File: src/rtl/wts_timer_pkg.sv
// Shared types and constants for the wave-table timer pair.
// Provides the channel FSM encoding and the period/address widths.
package wts_timer_pkg;

    localparam int unsigned PERIOD_W = 12;
    localparam int unsigned ADDR_W   = 2;

    typedef enum logic [1:0] {
        ST_IDLE = 2'd0,
        ST_RUN  = 2'd1,
        ST_DONE = 2'd2
    } state_e;

    typedef logic [PERIOD_W-1:0] period_t;
    typedef logic [ADDR_W-1:0]   addr_t;

endpackage

File: src/rtl/wts_timer_counter_if.sv
// Register-side inputs and interrupt-side outputs of both timer channels.
// master: register file / interrupt latch side; slave: the timer block.
interface wts_timer_counter_if;
    import wts_timer_pkg::*;

    period_t reg_timer1_period;
    logic    reg_timer1_start;
    logic    reg_timer1_repeat;
    logic    timer1_trigger;
    addr_t   timer1_address;
    period_t timer1_count;

    period_t reg_timer2_period;
    logic    reg_timer2_start;
    logic    reg_timer2_repeat;
    logic    timer2_trigger;
    addr_t   timer2_address;
    period_t timer2_count;

    modport master (
        output reg_timer1_period, reg_timer1_start, reg_timer1_repeat,
        output reg_timer2_period, reg_timer2_start, reg_timer2_repeat,
        input  timer1_trigger, timer1_address, timer1_count,
        input  timer2_trigger, timer2_address, timer2_count
    );

    modport slave (
        input  reg_timer1_period, reg_timer1_start, reg_timer1_repeat,
        input  reg_timer2_period, reg_timer2_start, reg_timer2_repeat,
        output timer1_trigger, timer1_address, timer1_count,
        output timer2_trigger, timer2_address, timer2_count
    );

endinterface

File: src/rtl/wts_timer_channel.sv
// One timer channel: IDLE/RUN/DONE FSM, down-counter, expiry sequence.
// Ports: clk, nreset, tick_i, period_i, start_i, repeat_i in;
//        trigger_o (1-clk pulse), address_o (expiry seq), count_o out.
module wts_timer_channel
    import wts_timer_pkg::*;
(
    input  logic    clk,
    input  logic    nreset,
    input  logic    tick_i,
    input  period_t period_i,
    input  logic    start_i,
    input  logic    repeat_i,
    output logic    trigger_o,
    output addr_t   address_o,
    output period_t count_o
);

    state_e  state_q;
    period_t count_q;
    addr_t   seq_q;
    addr_t   addr_q;
    logic    trig_q;

    always_ff @(posedge clk or negedge nreset) begin
        if (!nreset) begin
            state_q <= ST_IDLE;
            count_q <= '0;
            seq_q   <= '0;
            addr_q  <= '0;
            trig_q  <= 1'b0;
        end else if (!start_i) begin
            // Stop wins over everything, including a coincident expiry.
            state_q <= ST_IDLE;
            count_q <= '0;
            seq_q   <= '0;
            addr_q  <= '0;
            trig_q  <= 1'b0;
        end else begin
            trig_q <= 1'b0;
            unique case (state_q)
                ST_IDLE: begin
                    // Load has priority over a tick on the same edge.
                    state_q <= ST_RUN;
                    count_q <= period_i;
                    seq_q   <= '0;
                end
                ST_RUN: begin
                    if (tick_i) begin
                        if (count_q != '0) begin
                            count_q <= count_q - 1'b1;
                        end else begin
                            trig_q <= 1'b1;
                            addr_q <= seq_q;
                            seq_q  <= seq_q + 1'b1;
                            if (repeat_i) begin
                                count_q <= period_i;
                            end else begin
                                state_q <= ST_DONE;
                            end
                        end
                    end
                end
                ST_DONE: begin
                    count_q <= '0;
                end
                default: begin
                    state_q <= ST_IDLE;
                    count_q <= '0;
                end
            endcase
        end
    end

    assign trigger_o = trig_q;
    assign address_o = addr_q;
    assign count_o   = count_q;

endmodule

File: src/rtl/wts_timer_counter.sv
// Timer pair top: shared free-running prescaler plus two channels.
// Ports: clk, nreset (async, active-low), bus (slave modport).
module wts_timer_counter
    import wts_timer_pkg::*;
#(
    parameter int unsigned PRESCALE = 256
) (
    input  logic                clk,
    input  logic                nreset,
    wts_timer_counter_if.slave  bus
);

    localparam int unsigned PW = (PRESCALE > 2) ? $clog2(PRESCALE) : 1;
    localparam logic [PW-1:0] PRE_LAST = PW'(PRESCALE - 1);

    logic [PW-1:0] pre_q;
    logic [PW-1:0] pre_d;
    logic          tick_q;
    logic          tick_d;

    assign tick_d = (pre_q == PRE_LAST);
    assign pre_d  = tick_d ? '0 : pre_q + 1'b1;

    // tick is high in the cycle after pre hits its last value.
    always_ff @(posedge clk or negedge nreset) begin
        if (!nreset) begin
            pre_q  <= '0;
            tick_q <= 1'b0;
        end else begin
            pre_q  <= pre_d;
            tick_q <= tick_d;
        end
    end

    wts_timer_channel u_ch1 (
        .clk       (clk),
        .nreset    (nreset),
        .tick_i    (tick_q),
        .period_i  (bus.reg_timer1_period),
        .start_i   (bus.reg_timer1_start),
        .repeat_i  (bus.reg_timer1_repeat),
        .trigger_o (bus.timer1_trigger),
        .address_o (bus.timer1_address),
        .count_o   (bus.timer1_count)
    );

    wts_timer_channel u_ch2 (
        .clk       (clk),
        .nreset    (nreset),
        .tick_i    (tick_q),
        .period_i  (bus.reg_timer2_period),
        .start_i   (bus.reg_timer2_start),
        .repeat_i  (bus.reg_timer2_repeat),
        .trigger_o (bus.timer2_trigger),
        .address_o (bus.timer2_address),
        .count_o   (bus.timer2_count)
    );

endmodule
File: src/flat_wrapper.sv
// flat-port wrapper written by rule: the top's interface ports become plain ports
module wts_timer_counter_flat import wts_timer_pkg::*;
#(
    parameter int unsigned PRESCALE = 256
)
  (clk, nreset, bus_reg_timer1_period, bus_reg_timer1_start, bus_reg_timer1_repeat, bus_reg_timer2_period, bus_reg_timer2_start, bus_reg_timer2_repeat, bus_timer1_trigger, bus_timer1_address, bus_timer1_count, bus_timer2_trigger, bus_timer2_address, bus_timer2_count);
  wts_timer_counter_if bus_i ();
  input  logic clk;
  input  logic nreset;
  input wire logic [$bits(bus_i.reg_timer1_period)-1:0] bus_reg_timer1_period;
  input wire logic [$bits(bus_i.reg_timer1_start)-1:0] bus_reg_timer1_start;
  input wire logic [$bits(bus_i.reg_timer1_repeat)-1:0] bus_reg_timer1_repeat;
  input wire logic [$bits(bus_i.reg_timer2_period)-1:0] bus_reg_timer2_period;
  input wire logic [$bits(bus_i.reg_timer2_start)-1:0] bus_reg_timer2_start;
  input wire logic [$bits(bus_i.reg_timer2_repeat)-1:0] bus_reg_timer2_repeat;
  output wire logic [$bits(bus_i.timer1_trigger)-1:0] bus_timer1_trigger;
  output wire logic [$bits(bus_i.timer1_address)-1:0] bus_timer1_address;
  output wire logic [$bits(bus_i.timer1_count)-1:0] bus_timer1_count;
  output wire logic [$bits(bus_i.timer2_trigger)-1:0] bus_timer2_trigger;
  output wire logic [$bits(bus_i.timer2_address)-1:0] bus_timer2_address;
  output wire logic [$bits(bus_i.timer2_count)-1:0] bus_timer2_count;
  assign bus_i.reg_timer1_period = bus_reg_timer1_period;
  assign bus_i.reg_timer1_start = bus_reg_timer1_start;
  assign bus_i.reg_timer1_repeat = bus_reg_timer1_repeat;
  assign bus_i.reg_timer2_period = bus_reg_timer2_period;
  assign bus_i.reg_timer2_start = bus_reg_timer2_start;
  assign bus_i.reg_timer2_repeat = bus_reg_timer2_repeat;
  assign bus_timer1_trigger = bus_i.timer1_trigger;
  assign bus_timer1_address = bus_i.timer1_address;
  assign bus_timer1_count = bus_i.timer1_count;
  assign bus_timer2_trigger = bus_i.timer2_trigger;
  assign bus_timer2_address = bus_i.timer2_address;
  assign bus_timer2_count = bus_i.timer2_count;
  wts_timer_counter #(.PRESCALE(PRESCALE)) u_core (.clk(clk), .nreset(nreset), .bus(bus_i));
endmodule
File: config.mk
export PLATFORM = sky130hd
export DESIGN_NAME = wts_timer_counter_flat
export DESIGN_NICKNAME = d
export VERILOG_FILES = /design/src/rtl/wts_timer_pkg.sv /design/src/rtl/wts_timer_counter_if.sv /design/src/rtl/wts_timer_channel.sv /design/src/rtl/wts_timer_counter.sv /design/src/flat_wrapper.sv
export SDC_FILE = /design/constraint.sdc
export NUM_CORES = 1
export LEC_CHECK = 0
export ABC_AREA = 1
export BUFFER_PORTS_ARGS = -buffer_cell sky130_fd_sc_hd__buf_2
export CORE_MARGIN = 5
export CORE_UTILIZATION = 40
export CTS_CLUSTER_SIZE = 28
export DETAILED_ROUTE_END_ITERATION = 6
export GPL_TIMING_DRIVEN = 1
export PLACE_DENSITY_LB_ADDON = 0.2
export SLEW_MARGIN = 5
export SYNTH_ARGS = -nofsm -noshare
export SYNTH_HDL_FRONTEND = slang
export SYNTH_SLANG_ARGS = --single-unit
File: constraint.sdc
create_clock -name clk -period 2.42 [get_ports clk]
set_clock_uncertainty 0.1 [all_clocks]
set_input_delay 0.121 -clock clk [delete_from_list [all_inputs] [get_ports clk]]
set_output_delay 0.121 -clock clk [all_outputs]
set_load 0.05 [all_outputs]
# [After elaboration in Yosys (flattened, before gate mapping)]
# Index checks and enable logic that the tools add are counted.
[op_classes] add_sub_neg=5 n_eq_ne=23 muxes=45 reduce_logical=12
[ops] operator="12-bit 2-to-1 mux" count=8
[ops] operator="12-bit one-hot mux with 2 select lines" count=2
[ops] operator="2-bit 2-to-1 mux" count=22
[ops] operator="12-bit nonzero test" count=2
[ops] operator="12-bit by 1-bit subtractor with 12-bit output, second input constant" count=2
[ops] operator="3-bit != test, second input constant" count=4
[ops] operator="2-bit one-hot mux with 3 select lines" count=2
[ops] operator="3-bit AND reduction" count=4
[ops] operator="8-bit by 1-bit adder with 8-bit output, second input constant" count=1
[ops] operator="8-bit equality test, second input constant" count=1
[ops] operator="1-bit 2-to-1 mux" count=8
[ops] operator="8-bit 2-to-1 mux" count=1
[ops] operator="2-bit by 1-bit != test with 1-bit output, second input constant" count=4
[ops] operator="2-bit != test, second input constant" count=4
[ops] operator="4-bit != test, second input constant" count=2
[ops] operator="2-bit one-hot mux with 2 select lines" count=2
[ops] operator="4-bit AND reduction" count=2
[ops] operator="3-bit by 1-bit != test with 1-bit output, second input constant" count=2
[ops] operator="3-bit by 2-bit != test with 1-bit output, second input constant" count=2
[ops] operator="2-bit by 1-bit adder with 2-bit output, second input constant" count=2
[ops] operator="2-bit by 1-bit equality test with 1-bit output, second input constant" count=2
[ops] operator="2-bit equality test, second input constant" count=2
[ops] operator="2-bit zero test" count=2
[ops] operator="2-bit AND reduction" count=2
[word_totals] reg_bits=47 inputBits=30 out_inout_bits=30 word_cells=97

# [Depth between registers and ports, before layout]
# Gate-level depths: netlist of the first run.
[logic_depth] ltp_word=5 depth_mapped=11 depth_no_buf=11

# [Hierarchy]
# A second synthesis of the first run with hierarchy kept.
[unflattened] cells_unflattened=429 area_unflattened_um2=2969.1
[modules_own_cells] mod="wts_timer_channel" n_inst=2 cells_each=192 area_each_um2=1286.2 seq_area_each_um2=475.5
[modules_own_cells] mod="wts_timer_counter" n_inst=1 cells_each=45 area_each_um2=396.6 seq_area_each_um2=225.2

# [Worst setup path before layout of the first run]
# No wires, ideal clock.
[synth_timing] path_type="register to register" start="register u_core.u_ch1.count_q[0], in the netlist u_core.u_ch1.count_o[0]" end="register u_core.u_ch1.count_q[8], in the netlist u_core.u_ch1.count_o[8]" setup_ns=0.118 t_arrival_ns=1.747 required_ns=2.202 slack_ns=0.455 stages_incl_launch_ff=11 path_buffers=1 synth_period_minus_slack_ns=1.965 path_cell_list="dfrtp_1 -> inv_1 -> ha_1 -> nand3_1 -> nor2_4 -> nand2_2 -> o21ai_4 -> nor2_2 -> buf_6 -> nand2_1 -> nand2_1"
[synth_between] elab_chain_cells=5 word_cells_on_any_way=8 classes_between="1 x add/sub; 1 x eq/ne; 4 x mux; 2 x reduce/logical"
[synth_lines] item="start, declared" line="wts_timer_channel.sv:19" text="period_t count_q;"
[synth_lines] item="start signal, assigned" line="wts_timer_channel.sv:44" text="count_q <= period_i;"
[synth_lines] item="start signal, assigned" line="wts_timer_channel.sv:50" text="count_q <= count_q - 1'b1;"
[synth_lines] item="start signal, assigned" line="wts_timer_channel.sv:56" text="count_q <= period_i;"
[synth_lines] item="12-bit by 1-bit subtractor with 12-bit output / 12-bit nonzero test (equally long branches)" line="wts_timer_channel.sv:50, wts_timer_channel.sv:49"
[synth_lines] item="12-bit 2-to-1 mux" line="wts_timer_channel.sv:49" text="if (count_q != '0) begin"
[synth_lines] item="12-bit 2-to-1 mux" line="wts_timer_channel.sv:48" text="if (tick_i) begin"
[synth_lines] item="12-bit one-hot mux with 2 select lines" line="wts_timer_channel.sv:40" text="unique case (state_q)"
[synth_lines] item="12-bit 2-to-1 mux" line="wts_timer_channel.sv:31" text="end else if (!start_i) begin"
# Parallel ways exist; a longest one is shown, timed or not. The select of a mux whose other input is x is not followed.
# A chain may end at the register's enable or synchronous reset.

# [Worst setup path after layout of the first run]
[layout_timing] start="register u_core.u_ch1.count_q[0], in the netlist u_core.u_ch1.count_o[0]" end="register u_core.u_ch1.count_q[6], in the netlist u_core.u_ch1.count_o[6]"
# The elaborated chain is that of the path after synthesis.

==> impl_metrics.csv, run 1 <==
group,metric,value,unit
final_layout,final_common_cell,"nand2_1",
pwr,p_sw,1750,µW
timing,grt_setup_unrepaired,"no",
global_route,grt_use_met1,0.228,
pwr,p_sw_frac,0.498,
synth,synth_top_area_share,0.387,
global_route,grt-busiest-layer,"met2",
clock_tree,ctsHtreeMaxLevel,2,
global_route,grt_usage,0.164,
detailed_routing,detailroute.via_count,2860,
pwr,p_clk_frac,0.172,
global_route,grtUsageMet2,0.253,
synth,syn-num-nets,475,
worst_setup_path,cp_cell_sequence,"inv_1 > ha_1 > nand3_1 > nor2_4 > nand2_2 > o21ai_4 > nor2_2 > nand2_1 > nand2_1",
worst_setup_path,cp-start-kind,"register",
worst_setup_path,worstPathArrival,2100,ps
worst_setup_path,crit_type,"reg -> reg",
synth,ys_seq_elements,47,
timing,drv_slew,0,
final_layout,num-nets-final,559,
synth,synth_top_area_cell,"dfrtp_1",
pwr,intPower,1770,µW
timing,setup_viol,0,
pwr,pwr-share-seq,0.303,
global_route,grt_pass1_wl,12900,µm
detailed_routing,post_drt_via_cell_ratio,4.58,
global_route,grt_max_degree,25,
timing,slew_headroom,0.631,
pwr,peakVddDrop,0.407,mV
timing,hold_viol,0,
floorplan,dieArea,9430,µm²
synth,synth_area,3040,µm²
placed_design,portBuffers,59,
detailed_routing,route.detailed.drc,0,
clock_tree,numCtsBuffers,5,
floorplan,start_util,0.414,
clock_tree,cts_tree,"done",
clock_tree,clk-insertion-delay-late,310,ps
clock_tree,clk_pin_slew,90,ps
min_path,whs_path_depth,5,
global_route,grt_pass1_vias,2714,
worst_setup_path,worst-path-max-fanout,11,
synth,syn-mean-instance-area,6.90,µm²
clock_tree,root_buffer,"clkbuf_8",
detailed_routing,drt_iter0_drc,111,
timing,fmax,0.512,GHz
detailed_routing,ant_nets,0,
pwr,p_comb_frac,0.525,
global_route,grt-ovfl-total,0,
final_layout,drive_above_1_share,0.189,
worst_setup_path,cp_slowest_cell,"nor2_2",
worst_setup_path,critPathMaxStageDelay,440,ps
floorplan,die_h,97.1,µm
worst_setup_path,rrSetupSlack,470,ps
worst_setup_path,cp.required,2570,ps
floorplan,die_x,97.1,µm
detailed_routing,wl_per_cell,11.9,µm
clock_tree,cts.sinks,47,
final_layout,final_cell_mix,"nand2_1, buf_2, inv_1",
synth,synth_cell_types,29,
global_route,gr-usage-met3,0.0388,
synth,yosysWarnings,0,
job,drv_cap,0,
pwr,power,3520,µW
floorplan,coreArea,7330,µm²
pwr,leakagePower,0.00217,µW
timing,finalCriticalPeriod,1950,ps
placed_design,globalplace.congestion,0.895,
floorplan,rows,31,
final_layout,diodes,0,
synth,synth_area_leaders,"dfrtp_1, nand2_1, nand3_1",
timing,final.setup.tns,0,ps
global_route,antenna_found_initial,0,
floorplan,io_pins,60,
worst_setup_path,endpoint_kind,"register",
placed_design,post-dp-hpwl,5640,µm
timing,hold_ws,9.92,ps
final_layout,area_delta_synth_final,23.1,%
min_path,hold_class,"in -> reg",
worst_setup_path,reg2reg_depth,9,
worst_setup_path,crit_top_cell,"nand2_1",
timing,period_share,0.808,
clock_tree,clk_path_buf_depth,2,
timing,worst_slew_pin_slew,552,ps
synth,syn_inst,440,
synth,ys_seq_area_frac,0.387,
detailed_routing,drt-total-wl,7420,µm
detailed_routing,firstDrtPassIters,4,
clock_tree,cts_setup_buffers,0,
pwr,power_density,942,nW/µm²
outcome,run_status,"finished, final reports clean",
## path summary, 6_finish.rpt
check                                               startpoint                               endpoint
setup / recovery           u_core.u_ch1.count_o[0]$_DFFE_PN0P_    u_core.u_ch1.count_o[6]$_DFFE_PN0P_
hold / removal                        bus_reg_timer1_period[5]    u_core.u_ch1.count_o[5]$_DFFE_PN0P_
setup reg to reg           u_core.u_ch1.count_o[0]$_DFFE_PN0P_    u_core.u_ch1.count_o[6]$_DFFE_PN0P_
hold reg to reg                      u_core.pre_q[0]$_DFF_PN0_              u_core.pre_q[0]$_DFF_PN0_
max in group asynchronous                               nreset  u_core.u_ch2.address_o[0]$_DFFE_PN0P_
min in group asynchronous                               nreset    u_core.u_ch2.count_o[6]$_DFFE_PN0P_
## power groups by stage
| stage | sequential, µW | clock, µW | combinational (µW) |
|---|---|---|---|
| final | 1070 | 605 | 1850 |
| after global routing | 1090 | 671 | 2080 |
| after CTS | 1060 | 634 | 1860 |
| after detailed placement | 1080 | 0 | 1840 |
| after global placement | 1080 | 0 | 1820 |
| after floorplan | 1360 | 0 | 1140 |
## per-stage QoR
stage,utilization,instances,setup WS (ps),instance area (µm²)
2_1_floorplan,-,440,455,3040
3_3_place_gp,0.470,598,563,3440
3_5_place_dp,0.470,598,494,3440
4_1_cts,0.510,624,474,3740
5_1_grt,0.510,624,271,3740
6_report,0.510,624,465,3740
## final cells by class
class / count / area, µm²
flip-flops and latches: 47 / 1180
clock inverters: 3 / 43.8
clock buffers: 5 / 68.8
repair buffers: 81 / 505
well taps: 99 / 124
inverters: 54 / 208
fillers: 752 / 3590
multi-input cells: 335 / 1610
## sequential cells by signal (all words and copies together), names as in the netlist
name,flops
u_core.u_ch1.count_o,12
u_core.u_ch2.count_o,12
u_core.pre_q,8
u_core.u_ch1.address_o,2
u_core.u_ch1.seq_q,2
u_core.u_ch1.state_q,2
u_core.u_ch2.address_o,2
u_core.u_ch2.seq_q,2
u_core.u_ch2.state_q,2
u_core.tick_q,1
u_core.u_ch1.trigger_o,1
u_core.u_ch2.trigger_o,1
## critical path: cells and delay by family, from the launching register on
family / cells / cell delay, ps
AND/OR/NAND/NOR: 6 / 960
adder cells (fa/ha/maj): 1 / 200
AO/OA/AOI/OAI: 1 / 100
flip-flops: 1 / 410
buffers and inverters: 1 / 100
## cell families (layout without fill, tap and decap cells)
group | Yosys count | in the layout | synth area share
buffers and inverters | 58 | 143 | 0.0820
xor gates and xnor gates | 13 | 13 | 0.0375
AOI/OAI and AO/OA | 26 | 26 | 0.0631
DFF | 47 | 47 | 0.387
adders and majority gates | 5 | 5 | 0.0206
and+or+nand+nor | 291 | 291 | 0.409
## per-layer routing
| metal | up-vias | wire length, µm |
|---|---|---|
| li1 | 1518 | - |
| met1 | 1277 | 3700 |
| met2 | 55 | 3290 |
| met3 | 10 | 330 |
| met4 | 0 | 97 |
| met5 | - | 0 |
## cell usage after synthesis, drive strengths merged
| cell | n |
|---|---|
| nand2 | 196 |
| nor3 | 2 |
| dfrtp | 47 |
| o41ai | 1 |
| a41oi | 1 |
| o31ai | 1 |
| nor2 | 49 |
| buf | 4 |
| a21oi | 7 |
| o211ai | 1 |
| nor3b | 2 |
| ha | 5 |
| nand3 | 38 |
| or2 | 1 |
| inv | 53 |
| xor2 | 13 |
| nand4 | 3 |
| o21ai | 15 |
| clkinv | 1 |
## timing repair
item	CTS	global route
hold buffers	18	0
setup endpoints to repair	0	0
gates resized for setup	0	0
endpoints found under the hold margin	64	0
No activity file was read; power rests on OpenSTA's default activity.
==> run 2: changes to the inputs <==
--- a/config.mk
+++ b/config.mk
@@ -5,7 +5,7 @@
 export SDC_FILE = /design/constraint.sdc
 export NUM_CORES = 1
 export LEC_CHECK = 0
-export ABC_AREA = 1
+export ABC_AREA = 0
 export BUFFER_PORTS_ARGS = -buffer_cell sky130_fd_sc_hd__buf_2
 export CORE_MARGIN = 5
 export CORE_UTILIZATION = 40
==> constraint.sdc (replaced) <==
create_clock -name clk -period 1.65 [get_ports clk]
set_clock_uncertainty 0.1 [all_clocks]
set_input_delay 0.0825 -clock clk [delete_from_list [all_inputs] [get_ports clk]]
set_output_delay 0.0825 -clock clk [all_outputs]
set_load 0.05 [all_outputs]
==> run 2 against run 1 <==
  * The flow now finishes with violations (setup timing)
  * Highest routed layer unchanged
  * Global-route usage grew 3.9 points
  * Largest power group unchanged
  * Die area shrank 10%
  * Clock-buffer cell count is the same
  * Critical path type unchanged
  * Cell area grew 23%
==> impl_metrics.csv, run 2 <==
group,metric,value,unit
worst_setup_path,cp.required,1740,ps
floorplan,die_x,91.9,µm
synth,syn-mean-instance-area,8.98,µm²
worst_setup_path,reg2reg_depth,8,
global_route,antenna_found_initial,0,
final_layout,final_cell_mix,"buf_4, buf_2, dfrtp_1",
clock_tree,clk_pin_slew,100,ps
synth,yosysWarnings,0,
timing,hold_viol,0,
worst_setup_path,rrSetupSlack,-670,ps
timing,grt_setup_unrepaired,"yes",
worst_setup_path,cp-start-kind,"register",
floorplan,start_util,0.418,
clock_tree,clk-insertion-delay-late,300,ps
timing,setup_viol,38,
min_path,hold_end,"u_core.u_ch2.state_q[0]$_DFFE_PN0P_",
worst_setup_path,worst-path-max-fanout,6,
final_layout,area_delta_synth_final,70.9,%
worst_setup_path,worstReg2RegEnd,"u_core.u_ch1.count_o[1]$_DFFE_PN0P_",
min_path,whs_path_depth,3,
detailed_routing,firstDrtPassIters,4,
synth,ys_seq_area_frac,0.438,
placed_design,dpl_worst_slack,-690,ps
synth,synth_edf_count,0,
clock_tree,cts.sinks,47,
clock_tree,cts_tree,"done",
floorplan,die_h,91.9,µm
placed_design,portBuffers,59,
timing,finalCriticalPeriod,2320,ps
floorplan,rows,29,
placed_design,placedCellCount,504,
pwr,power_density,981,nW/µm²
global_route,grt_usage,0.202,
final_layout,final_common_cell,"buf_4",
synth,synth_area_leaders,"dfrtp_1, nor2_1, o21ai_0",
synth,synth.most_common_cell,"dfrtp_1",
worst_setup_path,worstPathArrival,2400,ps
timing,final.setup.tns,-15050,ps
global_route,grt_max_degree,48,
detailed_routing,detailroute.via_count,2978,
outcome,run_status,"finished, violations left",
worst_setup_path,endpoint_kind,"register",
pwr,leakagePower,0.00211,µW
synth,synthFlopType,"dfrtp_1",
timing,fin_ws,-668,ps
synth,ys_seq_elements,47,
final_layout,diodes,0,
synth,synth_cell_types,53,
global_route,grtUsageMet2,0.362,
min_path,hold_class,"in -> reg",
synth,ys_top_cells_by_count,"dfrtp_1, nor2_1, nand2_1, inv_1, o21ai_0",
floorplan,io_pins,60,
detailed_routing,post_drt_via_cell_ratio,5.46,
final_layout,fill_cells,491,
detailed_routing,drt-total-wl,8780,µm
global_route,grt-busiest-layer,"met2",
timing,drv_slew,0,
detailed_routing,ant_nets,0,
clock_tree,clk_path_buf_depth,2,
final_layout,final_cell_count_no_fill,545,
synth,synth_top_area_cell,"dfrtp_1",
global_route,grt_pass1_vias,2984,
placed_design,globalplace.congestion,0.856,
detailed_routing,route.detailed.drc,0,
final_layout,num-nets-final,502,
placed_design,post-dp-hpwl,6020,µm
detailed_routing,wl_per_cell,16.1,µm
worst_setup_path,crit_type,"reg -> reg",
global_route,grt_pass1_wl,14000,µm
global_route,grt-ovfl-total,0,
clock_tree,ctsHtreeMaxLevel,2,
synth,synth_area,2690,µm²
worst_setup_path,rr_startpoint,"u_core.u_ch1.count_o[1]$_DFFE_PN0P_",
timing,fmax,0.431,GHz
floorplan,coreArea,6420,µm²
outcome,violations,"setup timing",
min_path,hp-start,"bus_reg_timer2_repeat",
clock_tree,numCtsBuffers,5,
timing,worst_slew_pin_slew,618,ps
synth,syn-num-nets,334,
timing,slew_headroom,0.588,
final_layout,drive_above_1_share,0.530,
job,drv_cap,0,
global_route,grt_use_met1,0.249,
synth,syn_inst,299,
synth,synth_top_area_share,0.438,
detailed_routing,drt_iter0_drc,88,
floorplan,dieArea,8450,µm²
synth,async_flop_share,1.00,
global_route,gr-usage-met3,0.0360,
clock_tree,root_buffer,"clkbuf_8",
pwr,peakVddDrop,0.546,mV
timing,period_share,1.40,
[run 2: routing by layer]
metal / share of wire / vias to the layer above / wire (µm)
met2: 0.52 / 72 / 4570
met4: 0.014 / 0 / 123
met1: 0.42 / 1461 / 3690
li1: - / 1434 / -
met5: 0 / - / 0
met3: 0.045 / 11 / 398
[run 2: final cells by class]
cell class	count	area, µm²	share of cell area
multi-input combinational	221	1860	0.405
sequential	47	1190	0.259
tap	77	96.3	0.0210
clock inverter	3	47.5	0.0104
timing repair buffer	171	1250	0.273
inverter	21	78.8	0.0172
clock buffer	5	68.8	0.0150
[run 2: cell families (layout without fill, tap and decap cells)]
group / after synthesis / in the layout / synth area share
AO/OA/AOI/OAI: 94 / 94 / 0.230
multiplexers: 2 / 2 / 0.00746
XOR/XNOR: 12 / 12 / 0.0391
adder cells (fa/ha/maj): 5 / 5 / 0.0233
AND/OR/NAND/NOR: 108 / 108 / 0.212
buffers and inverters: 31 / 200 / 0.0503
flip-flops: 47 / 47 / 0.438
[run 2: worst max path at each step]
stage	cells past startpoint	slack (ps)	start	endpoint
4_1_cts	8	-650	u_core.u_ch1.count_o[0]$_DFFE_PN0P_	u_core.u_ch1.count_o[6]$_DFFE_PN0P_
2_1_floorplan	7	-780	u_core.u_ch1.count_o[7]$_DFFE_PN0P_	u_core.u_ch1.count_o[4]$_DFFE_PN0P_
3_5_place_dp	9	-690	u_core.u_ch1.count_o[1]$_DFFE_PN0P_	u_core.u_ch1.count_o[4]$_DFFE_PN0P_
5_1_grt	8	-740	u_core.u_ch1.count_o[1]$_DFFE_PN0P_	u_core.u_ch1.count_o[4]$_DFFE_PN0P_
6_report	8	-670	u_core.u_ch1.count_o[1]$_DFFE_PN0P_	u_core.u_ch1.count_o[1]$_DFFE_PN0P_
3_3_place_gp	8	-630	u_core.u_ch1.count_o[1]$_DFFE_PN0P_	u_core.u_ch1.count_o[7]$_DFFE_PN0P_
[run 2: power by group]
part / leakage, µW / internal (µW) / switching (µW)
clock: 0.0000587 / 460 / 443
combinational: 0.00144 / 1020 / 1260
sequential: 0.000606 / 1250 / 73.5
[run 2: metrics by stage]
step	hold WS (ps)	power, µW	util	cell area (µm²)
detailed placement	123	3200	0.581	3730
global route	27.5	4720	0.715	4590
CTS	0.868	4310	0.673	4320
floorplan	-313	2430	-	2810
global placement	117	3170	0.581	3730
finish	38.9	4500	0.715	4590
[run 2: worst max-delay path: stages, from the launching register on]
cell and delay (ps):
dfrtp_2 420, inv_2 80, ha_4 130, or3b_4 390
or4_4 500, a21oi_4 220, nand2b_4 170, buf_6 130
o21ai_2 60
[run 2: what timing repair did]
item | in CTS | in global routing
setup endpoints to repair | 38 | 38
setup buffers | 4 | 7
hold endpoints to repair | 68 | 1
resized for setup | 61 | 41
cloned | 1 | 0
pin swaps | 27 | 25
hold buffers | 21 | 1
